--- config.mk ---
export PLATFORM = sky130hd
export DESIGN_NAME = march_seq_gen_flat
export DESIGN_NICKNAME = d
export VERILOG_FILES = /design/src/rtl/march_seq_if.sv /design/src/rtl/march_seq_gen.sv /design/src/flat_wrapper.sv
export SDC_FILE = /design/constraint.sdc
export NUM_CORES = 1
export LEC_CHECK = 0
export ABC_AREA = 1
export CORE_ASPECT_RATIO = 0.9
export CORE_UTILIZATION = 55
export CTS_CLUSTER_SIZE = 8
export DETAILED_ROUTE_END_ITERATION = 12
export PLACE_DENSITY = 0.8
export SYNTH_ARGS = -nofsm -noshare
export SYNTH_HDL_FRONTEND = slang
export SYNTH_SLANG_ARGS = --single-unit
export TNS_END_PERCENT = 1
--- constraint.sdc ---
create_clock -name clk -period 2.8 [get_ports clk]
set_input_delay 0.7 -clock clk [delete_from_list [all_inputs] [get_ports clk]]
set_output_delay 0.7 -clock clk [all_outputs]
set_load 0.01 [all_outputs]
--- src/rtl/march_seq_if.sv ---
// March sequencer handshake/bus interface.
// Control side: start, alg_sel, data_bg, en, abort.
// Memory side: mem_addr, mem_we, mem_re, mem_wdata, exp_data, op_valid,
// elem_idx, busy, done.
// The master drives control and observes the memory side; the slave is the
// sequencer.
interface march_seq_if #(
  parameter int ADDR_WIDTH = 8,
  parameter int DATA_WIDTH = 4
);
  logic                  start;
  logic [1:0]            alg_sel;
  logic [DATA_WIDTH-1:0] data_bg;
  logic                  en;
  logic                  abort;
  logic [ADDR_WIDTH-1:0] mem_addr;
  logic                  mem_we;
  logic                  mem_re;
  logic [DATA_WIDTH-1:0] mem_wdata;
  logic [DATA_WIDTH-1:0] exp_data;
  logic                  op_valid;
  logic [2:0]            elem_idx;
  logic                  busy;
  logic                  done;

  modport master (
    output start, alg_sel, data_bg, en, abort,
    input  mem_addr, mem_we, mem_re, mem_wdata, exp_data, op_valid,
           elem_idx, busy, done
  );

  modport slave (
    input  start, alg_sel, data_bg, en, abort,
    output mem_addr, mem_we, mem_re, mem_wdata, exp_data, op_valid,
           elem_idx, busy, done
  );
endinterface

--- src/rtl/march_seq_gen.sv ---
// March-test sequencer for SRAM BIST (MATS+, March X, March C-).
// Ports: clk, rst_n (async, active low), bus (march_seq_if.slave).
// One memory operation is presented per cycle while running with en high;
// every output is registered.
//
// state  | meaning
// IDLE   | waiting for start, outputs quiet
// RUN    | walking the element table, one op per enabled cycle
// DONE   | final op on the bus; next edge pulses done and returns to IDLE
module march_seq_gen #(
  parameter int ADDR_WIDTH = 8,
  parameter int DATA_WIDTH = 4,
  parameter int DEPTH      = 2**ADDR_WIDTH
) (
  input logic        clk,
  input logic        rst_n,
  march_seq_if.slave bus
);
  localparam logic [ADDR_WIDTH-1:0] LAST_ADDR = ADDR_WIDTH'(DEPTH - 1);

  typedef enum logic [1:0] {S_IDLE, S_RUN, S_DONE} state_t;

  // last: final element of the algorithm; two: (rX,w~X) pair, else single op;
  // rd0: first op is a read; b0: pattern bit of the first op.
  typedef struct packed {
    logic last;
    logic two;
    logic rd0;
    logic b0;
  } elem_t;

  function automatic elem_t elem_desc(input logic [1:0] alg, input logic [2:0] idx);
    elem_t d;
    d = '0;
    if (alg == 2'd0) begin
      case (idx)
        3'd1:    d = 4'b0110;
        3'd2:    d = 4'b1111;
        default: d = 4'b0000;
      endcase
    end else if (alg == 2'd1) begin
      case (idx)
        3'd1:    d = 4'b0110;
        3'd2:    d = 4'b0111;
        3'd3:    d = 4'b1010;
        default: d = 4'b0000;
      endcase
    end else begin
      case (idx)
        3'd1, 3'd3: d = 4'b0110;
        3'd2, 3'd4: d = 4'b0111;
        3'd5:       d = 4'b1010;
        default:    d = 4'b0000;
      endcase
    end
    return d;
  endfunction

  function automatic logic elem_down(input logic [1:0] alg, input logic [2:0] idx);
    if (alg[1]) return (idx == 3'd3) || (idx == 3'd4);
    return idx == 3'd2;
  endfunction

  state_t                state_q, state_d;
  logic [1:0]            alg_q, alg_d;
  logic [DATA_WIDTH-1:0] bg_q, bg_d;
  logic [2:0]            elem_q, elem_d;
  logic                  opi_q, opi_d;
  logic [ADDR_WIDTH-1:0] addr_q, addr_d;

  logic [ADDR_WIDTH-1:0] mem_addr_q, mem_addr_d;
  logic                  we_q, we_d, re_q, re_d, ov_q, ov_d;
  logic [DATA_WIDTH-1:0] wd_q, wd_d, ed_q, ed_d;
  logic [2:0]            eidx_q, eidx_d;
  logic                  busy_q, busy_d, done_q, done_d;

  elem_t                 cur;
  logic                  cur_down, op_rd, op_bit, addr_end;
  logic [DATA_WIDTH-1:0] pat;

  always_comb begin
    state_d    = state_q;
    alg_d      = alg_q;
    bg_d       = bg_q;
    elem_d     = elem_q;
    opi_d      = opi_q;
    addr_d     = addr_q;
    mem_addr_d = mem_addr_q;
    we_d       = 1'b0;
    re_d       = 1'b0;
    ov_d       = 1'b0;
    wd_d       = wd_q;
    ed_d       = ed_q;
    eidx_d     = eidx_q;
    busy_d     = 1'b0;
    done_d     = 1'b0;

    cur      = elem_desc(alg_q, elem_q);
    cur_down = elem_down(alg_q, elem_q);
    // The second op of a pair is always a write of the inverted bit.
    op_rd    = cur.rd0 && !opi_q;
    op_bit   = opi_q ? ~cur.b0 : cur.b0;
    pat      = {DATA_WIDTH{op_bit}} ^ bg_q;
    addr_end = cur_down ? (addr_q == '0) : (addr_q == LAST_ADDR);

    case (state_q)
      S_IDLE: begin
        if (bus.start) begin
          state_d = S_RUN;
          alg_d   = bus.alg_sel;
          bg_d    = bus.data_bg;
          elem_d  = '0;
          opi_d   = 1'b0;
          addr_d  = '0;
          busy_d  = 1'b1;
        end
      end
      S_RUN: begin
        if (bus.abort) begin
          state_d = S_IDLE;
        end else begin
          busy_d = 1'b1;
          if (bus.en) begin
            ov_d       = 1'b1;
            mem_addr_d = addr_q;
            eidx_d     = elem_q;
            if (op_rd) begin
              re_d = 1'b1;
              ed_d = pat;
            end else begin
              we_d = 1'b1;
              wd_d = pat;
            end
            if (cur.two && !opi_q) begin
              opi_d = 1'b1;
            end else begin
              opi_d = 1'b0;
              if (!addr_end) begin
                addr_d = cur_down ? addr_q - 1'b1 : addr_q + 1'b1;
              end else if (cur.last) begin
                state_d = S_DONE;
              end else begin
                elem_d = elem_q + 3'd1;
                addr_d = elem_down(alg_q, elem_q + 3'd1) ? LAST_ADDR : '0;
              end
            end
          end
        end
      end
      S_DONE: begin
        state_d = S_IDLE;
        done_d  = 1'b1;
      end
      default: state_d = S_IDLE;
    endcase
  end

  always_ff @(posedge clk or negedge rst_n) begin
    if (!rst_n) begin
      state_q    <= S_IDLE;
      alg_q      <= '0;
      bg_q       <= '0;
      elem_q     <= '0;
      opi_q      <= 1'b0;
      addr_q     <= '0;
      mem_addr_q <= '0;
      we_q       <= 1'b0;
      re_q       <= 1'b0;
      ov_q       <= 1'b0;
      wd_q       <= '0;
      ed_q       <= '0;
      eidx_q     <= '0;
      busy_q     <= 1'b0;
      done_q     <= 1'b0;
    end else begin
      state_q    <= state_d;
      alg_q      <= alg_d;
      bg_q       <= bg_d;
      elem_q     <= elem_d;
      opi_q      <= opi_d;
      addr_q     <= addr_d;
      mem_addr_q <= mem_addr_d;
      we_q       <= we_d;
      re_q       <= re_d;
      ov_q       <= ov_d;
      wd_q       <= wd_d;
      ed_q       <= ed_d;
      eidx_q     <= eidx_d;
      busy_q     <= busy_d;
      done_q     <= done_d;
    end
  end

  assign bus.mem_addr  = mem_addr_q;
  assign bus.mem_we    = we_q;
  assign bus.mem_re    = re_q;
  assign bus.mem_wdata = wd_q;
  assign bus.exp_data  = ed_q;
  assign bus.op_valid  = ov_q;
  assign bus.elem_idx  = eidx_q;
  assign bus.busy      = busy_q;
  assign bus.done      = done_q;
endmodule

--- src/flat_wrapper.sv ---
// flat-port wrapper written by rule: the top's interface ports become plain ports
module march_seq_gen_flat 
#(
  parameter int ADDR_WIDTH = 8,
  parameter int DATA_WIDTH = 4,
  parameter int DEPTH      = 2**ADDR_WIDTH
)
  (clk, rst_n, bus_start, bus_alg_sel, bus_data_bg, bus_en, bus_abort, bus_mem_addr, bus_mem_we, bus_mem_re, bus_mem_wdata, bus_exp_data, bus_op_valid, bus_elem_idx, bus_busy, bus_done);
  march_seq_if #(.ADDR_WIDTH(ADDR_WIDTH), .DATA_WIDTH(DATA_WIDTH)) bus_i ();
  input logic clk;
  input logic rst_n;
  input wire logic [$bits(bus_i.start)-1:0] bus_start;
  input wire logic [$bits(bus_i.alg_sel)-1:0] bus_alg_sel;
  input wire logic [$bits(bus_i.data_bg)-1:0] bus_data_bg;
  input wire logic [$bits(bus_i.en)-1:0] bus_en;
  input wire logic [$bits(bus_i.abort)-1:0] bus_abort;
  output wire logic [$bits(bus_i.mem_addr)-1:0] bus_mem_addr;
  output wire logic [$bits(bus_i.mem_we)-1:0] bus_mem_we;
  output wire logic [$bits(bus_i.mem_re)-1:0] bus_mem_re;
  output wire logic [$bits(bus_i.mem_wdata)-1:0] bus_mem_wdata;
  output wire logic [$bits(bus_i.exp_data)-1:0] bus_exp_data;
  output wire logic [$bits(bus_i.op_valid)-1:0] bus_op_valid;
  output wire logic [$bits(bus_i.elem_idx)-1:0] bus_elem_idx;
  output wire logic [$bits(bus_i.busy)-1:0] bus_busy;
  output wire logic [$bits(bus_i.done)-1:0] bus_done;
  assign bus_i.start = bus_start;
  assign bus_i.alg_sel = bus_alg_sel;
  assign bus_i.data_bg = bus_data_bg;
  assign bus_i.en = bus_en;
  assign bus_i.abort = bus_abort;
  assign bus_mem_addr = bus_i.mem_addr;
  assign bus_mem_we = bus_i.mem_we;
  assign bus_mem_re = bus_i.mem_re;
  assign bus_mem_wdata = bus_i.mem_wdata;
  assign bus_exp_data = bus_i.exp_data;
  assign bus_op_valid = bus_i.op_valid;
  assign bus_elem_idx = bus_i.elem_idx;
  assign bus_busy = bus_i.busy;
  assign bus_done = bus_i.done;
  march_seq_gen #(.ADDR_WIDTH(ADDR_WIDTH), .DATA_WIDTH(DATA_WIDTH), .DEPTH(DEPTH)) u_core (.clk(clk), .rst_n(rst_n), .bus(bus_i));
endmodule
# After elaboration in Yosys (flattened, before gate mapping)
# Cells that the tools add are included.
[word_totals] register_bits=44 input_bits=11 out_inout_bits=24 word_cells=131
[op_classes] add_sub_neg=3 n_eq_ne=23 mux=67 n_bitwise=4 reduce_logical=19
[ops] op="$mux W8" n=8
[ops] op="$mux W1" n=37
[ops] op="$pmux W4 S3" n=2
[ops] op="$mux W3" n=6
[ops] op="$pmux W8 S2" n=1
[ops] op="$eq A3 B2 Y1 const B" n=4
[ops] op="$mux W2" n=6
[ops] op="$reduce_and A4 Y1" n=3
[ops] op="$ne A2 B2 Y1 const B" n=5
[ops] op="$eq A3 B3 Y1 const B" n=3
[ops] op="$ne A3 B3 Y1 const B" n=3
[ops] op="$add A8 B1 Y8 const B" n=1
[ops] op="$eq A8 B8 Y1 const B" n=1
[ops] op="$logic_not A8 Y1" n=1
[ops] op="$mux W4" n=2
[ops] op="$pmux W4 S2" n=1
[ops] op="$sub A8 B1 Y8 const B" n=1
[ops] op="$reduce_and A7 Y1" n=1
[ops] op="$ne A3 B2 Y1 const B" n=2
[ops] op="$pmux W3 S2" n=1
[ops] op="$reduce_and A6 Y1" n=1
[ops] op="$reduce_and A5 Y1" n=1
[ops] op="$eq A2 B1 Y1 const B" n=2
[ops] op="$logic_not A2 Y1" n=2
[ops] op="15 further kinds" n=21

# Longest topological paths before layout
[depth] ltp_word=25 mapped_depth=18

# Least setup slack after synthesis
# Ideal clock, no wire load.
[synth_timing] path_kind="reg-to-reg" from="register u_core.elem_q[0]" to="register u_core.addr_q[7]" setup_time_ps=116 arrival_ps=2062 setup_slack_ps=622 stages_incl_launch_ff=16 n_path_buf=0 synth_period_minus_slack_ps=2178 cell_sequence="dfrtp_1 -> inv_1 -> ha_1 -> nand2_2 -> nand2_1 -> nor2_1 -> nor2_2 -> ha_1 -> a21oi_1 -> nand2_1 -> nand2_1 -> nor2_1 -> o21ai_0 -> nand3_1 -> nand2_2 -> nand2_1"
[synth_between] elab_chain_cells=18
[synth_rtl] element="start: declaration" line_no="march_seq_gen.sv:67" text="logic [2:0] elem_q, elem_d;"
[synth_rtl] element="start signal: assignment" line_no="march_seq_gen.sv:179" text="elem_q <= elem_d;"
[synth_rtl] element="$add A3 B1 Y3" line_no="march_seq_gen.sv:144" text="addr_d = elem_down(alg_q, elem_q + 3'd1) ? LAST_ADDR : '0;"
[synth_rtl] element="$eq A3 B2 Y1 / $eq A3 B3 Y1 (equally long branches)" line_no="march_seq_gen.sv:60" text="if (alg[1]) return (idx == 3'd3) || (idx == 3'd4);"
[synth_rtl] element="$logic_or A1 B1 Y1" line_no="march_seq_gen.sv:60"
[synth_rtl] element="$mux W1" line_no="march_seq_gen.sv:60"
[synth_rtl] element="$mux W1" line_no="march_seq_gen.sv:61" text="return idx == 3'd2;"
[synth_rtl] element="$mux W1" line_no="march_seq_gen.sv:140" text="end else if (cur.last) begin"
[synth_rtl] element="$mux W1" line_no="march_seq_gen.sv:138" text="if (!addr_end) begin"
[synth_rtl] element="$mux W1" line_no="march_seq_gen.sv:134" text="if (cur.two && !opi_q) begin"
[synth_rtl] element="[... 2 more ...]"
[synth_rtl] element="$mux W1" line_no="march_seq_gen.sv:106" text="case (state_q)"
[synth_rtl] element="$mux W8" line_no="march_seq_gen.sv:144"
[synth_rtl] element="$mux W8" line_no="march_seq_gen.sv:140"
[synth_rtl] element="$mux W8" line_no="march_seq_gen.sv:138"
[synth_rtl] element="$mux W8" line_no="march_seq_gen.sv:134"
[synth_rtl] element="$mux W8" line_no="march_seq_gen.sv:123" text="if (bus.en) begin"
[synth_rtl] element="$mux W8" line_no="march_seq_gen.sv:119" text="if (bus.abort) begin"
[synth_rtl] element="$pmux W8 S2" line_no="march_seq_gen.sv:106"
[synth_rtl] element="end signal: assignment" line_no="march_seq_gen.sv:181" text="addr_q <= addr_d;"
[synth_rtl] element="end: declaration" line_no="march_seq_gen.sv:69" text="logic [ADDR_WIDTH-1:0] addr_q, addr_d;"
# Parallel ways exist; a longest one is shown, timed or not. The select of a mux whose other input is x is not followed.
# A chain may end at the register's enable or synchronous reset.

# Final worst setup path
[layout_timing] from="register u_core.elem_q[0]" to="register u_core.addr_q[6]"
# The elaborated chain is that of the path after synthesis.

==> summary.txt <==
Outcome: finished with violations
Failing checks: DRC
Commonest cells in the netlist: 100 x nand2_1, 44 x dfrtp_1, 26 x inv_1, 19 x nor2_1, 18 x nand2_2
Total track usage: 24.0%
Final Instance Area: 3070 um2
Clock network power share: 17.1%
Resized Gates After CTS: 0
CP startpoint: u_core.elem_q[0]
DP Cell Count: 397
Final Hold Viols: 0
Fin crit share: 90.8%
CTS Sinks: 44
Sequential share of the synthesized area: 43.3%
Die Y: 66.5 um
Port Buffers: 34
Clock transition at path regs: 0.08 ns
Top post-synthesis cells by area: dfrtp_1 43%, nand2_1 15%, ha_1 5.9%
Worst r2r src: u_core.elem_q[0]
Avg Synthesized Cell Area: 8.39 um2
Placement Cell Area: 2950 um2
TritonCTS Buffers: 5
Non-filler cells, final: 405
Slew Viols, Final: 0
Root buffer cell: clkbuf_8
Std cell rows: 23
Die width: 73.7 um
Synth area leader: dfrtp_1
Core area: 4430 um2
DRT antenna net count: 0
Final WS setup: 0.258 ns
Final HPWL DP: 3820 um
Top Ports: 35
FILL cells: 370
Largest net degree at the start of global routing: 45
Crit path required time: 3.00 ns
Combinational share of power: 49.2%
Crit-path max FO: 7
Die area: 4900 um2
CP max stage cell: dfrtp_1
Worst Skew: 0.00356 ns
Net Count, Synth: 327
Global placement routability congestion: 0.935
Pre-antenna DRT Iters: 8
Seq pwr share: 33.7%
CP startpoint kind: register
Vias: 2,053
Final wirelength: 5070 um
CP delay by family, top: simple AND/OR/NAND/NOR gates
Pwr dens: 976 nW/um2
FF/Latch Area: 1100 um2
Max Cap Viol: 0
Synth top area share: 43.3%
Net Sw Frac: 40.8%
Final-report setup violation count: 0
Slew margin rel.: 36.4%
R2R setup slack: 0.26 ns
DR WL/cell: 12.5 um
Main synth FF type: dfrtp_1
R2r endpoint: u_core.addr_q[6]
P_sw: 1220 uW
CP Cell Sequence: inv_1 > ha_1 > nand2_2 > nand2_1 > nor2_1 > nor2_2 > ha_1 > a21oi_1 > or2_2 > nand3_1 > a21oi_1 > o21ai_0 > nand2_2 > nand2_1
Area grow syn2layout: 20.8%
Count leader, synth: nand2_1
Clock Latency Late Sink: 0.30 ns
RSZ-0062 raised after global routing: false
Worst Hold Class: reg2reg
P_int: 1770 uW
Async set or reset register ratio after synthesis: 100%
CTS tree: built
Net count reported at finish: 366
Initial DRC count: 138
Distinct cell type count after synthesis: 34
Leakage: 0.00156 uW
Initial antenna violation count: 0
Hold buffers post-CTS: 0
Fin crit period: 2.54 ns
H-tree depth: 2
Critical path depth in cells: 14
F_max: 393 MHz
Initial Util: 57.3%
Synth Cell Area: 2540 um2
Antenna Cells: 0
Vias per cell: 5.07
Clock buffer depth: 2
Synth Register Bits: 44
CP Class: reg2reg
Worst setup EP type: register
Worst r2r path cells: 14
Setup tns final: 0 ns
DRC Markers: 2
Layout cell share with drive strength beyond 1: 15.5%
Number of synthesized flops with an enable pin: 0
Actual slew at the worst max-slew pin: 0.954 ns
Area of the multi-input gates: 1310 um2
Worst EP arrival: 2.74 ns
Post-synthesis instance total: 303
Setup slack at placement: 0.318 ns
YS warnings: 0
Vias in the first global route: 1,960
Post-CTS Repair Setup Buffers: 0
First-pass GRT wire length: 8760 um
CP Capture Point: u_core.addr_q[6]
Grt ovf: 0
Worst Path Buf+Inv: 1
Max IR drop VDD: 463 uV
CP peak stage delay: 0.44 ns
-- placed cells by master, fill, tap and decap left out, drive strengths merged --
cell type        n
o22ai            2
mux2             4
or2              1
bufinv           1
clkdlybuf4s50   33
a31oi            1
a21oi           13
o21ai           14
nand3           16
ha              12
clkinv           2
inv             29
nand4            3
fa               1
buf              3
nor2            22
xor2             5
clkbuf           6
xnor2            6
nand2          123
dfrtp           44
nand3b           2
-- area by class of cell --
class | count | area share [%]
multi-input combinational | 225 | 42.5
sequential | 44 | 35.9
inverter | 30 | 3.71
tap | 62 | 2.53
timing repair buffer | 36 | 11.4
clock inverter | 2 | 1.26
clock buffer | 6 | 2.69
-- registers in the layout, summed over array words and instances (netlist names), 2 cells and up --
| name | count |
|---|---|
| u_core.bus.elem_idx | 3 |
| u_core.state_q | 2 |
| u_core.alg_q | 2 |
| u_core.bus.mem_wdata | 4 |
| u_core.bg_q | 4 |
| u_core.elem_q | 3 |
| u_core.addr_q | 8 |
| u_core.bus.mem_addr | 8 |
| u_core.bus.exp_data | 4 |
-- worst register-to-register path, cell delays in order, from the launching register on --
cell	delay, ns
dfrtp_1	0.44
inv_1	0.14
ha_1	0.18
nand2_2	0.10
nand2_1	0.11
nor2_1	0.06
nor2_2	0.28
ha_1	0.35
a21oi_1	0.21
or2_2	0.14
nand3_1	0.07
a21oi_1	0.12
o21ai_0	0.12
nand2_2	0.08
nand2_1	0.04
-- metal layers --
layer	GRT usage, %	vias up	wire (um)
li1	-	1032	-
met1	31.9	951	2340
met2	37.7	61	2340
met3	4.24	9	280
met4	11.8	0	108
met5	0	-	0
-- cell families after synthesis --
| kind of cell | count (synthesis) | share of synthesized area (%) |
|---|---|---|
| xor gates and xnor gates | 11 | 4.53 |
| and+or+nand+nor | 167 | 31.5 |
| adders and majority gates | 13 | 6.70 |
| DFF | 44 | 43.3 |
| buffers and inverters | 34 | 5.27 |
| muxes | 4 | 1.77 |
| AOI/OAI and AO/OA | 30 | 6.94 |
-- power groups by stage --
stage / Combinational, uW / Sequential (uW) / Clock [uW]
after floorplan: 953 / 1040 / 0
after global placement: 1440 / 1020 / 0
after detailed placement: 1470 / 1020 / 0
after CTS: 1480 / 1010 / 525
after global routing: 1650 / 1040 / 549
final: 1470 / 1010 / 513
-- through the flow --
stage	total power (uW)	util, %	hold slack, ns
2_1_floorplan	1990	-	0.404
3_3_place_gp	2460	66.5	0.460
3_5_place_dp	2490	66.5	0.463
4_1_cts	3010	69.3	0.484
5_1_grt	3240	69.3	0.492
6_report	3000	69.3	0.480
-- worst min-delay path by stage --
stage / to / depth (start not counted) / slack, ns / from
floorplan: u_core.addr_q[0] / 0 / 0.40 / rst_n
global placement: u_core.bus.mem_wdata[0] / 2 / 0.46 / u_core.bus.mem_wdata[0]
detailed placement: u_core.bus.mem_wdata[3] / 2 / 0.46 / u_core.bus.mem_wdata[3]
CTS: u_core.bus.mem_wdata[3] / 2 / 0.48 / u_core.bus.mem_wdata[3]
global route: u_core.bus.mem_wdata[3] / 2 / 0.49 / u_core.bus.mem_wdata[3]
finish: u_core.bus.mem_addr[5] / 2 / 0.48 / u_core.bus.mem_addr[5]
Note: power is estimated with default switching activity, not from simulation.
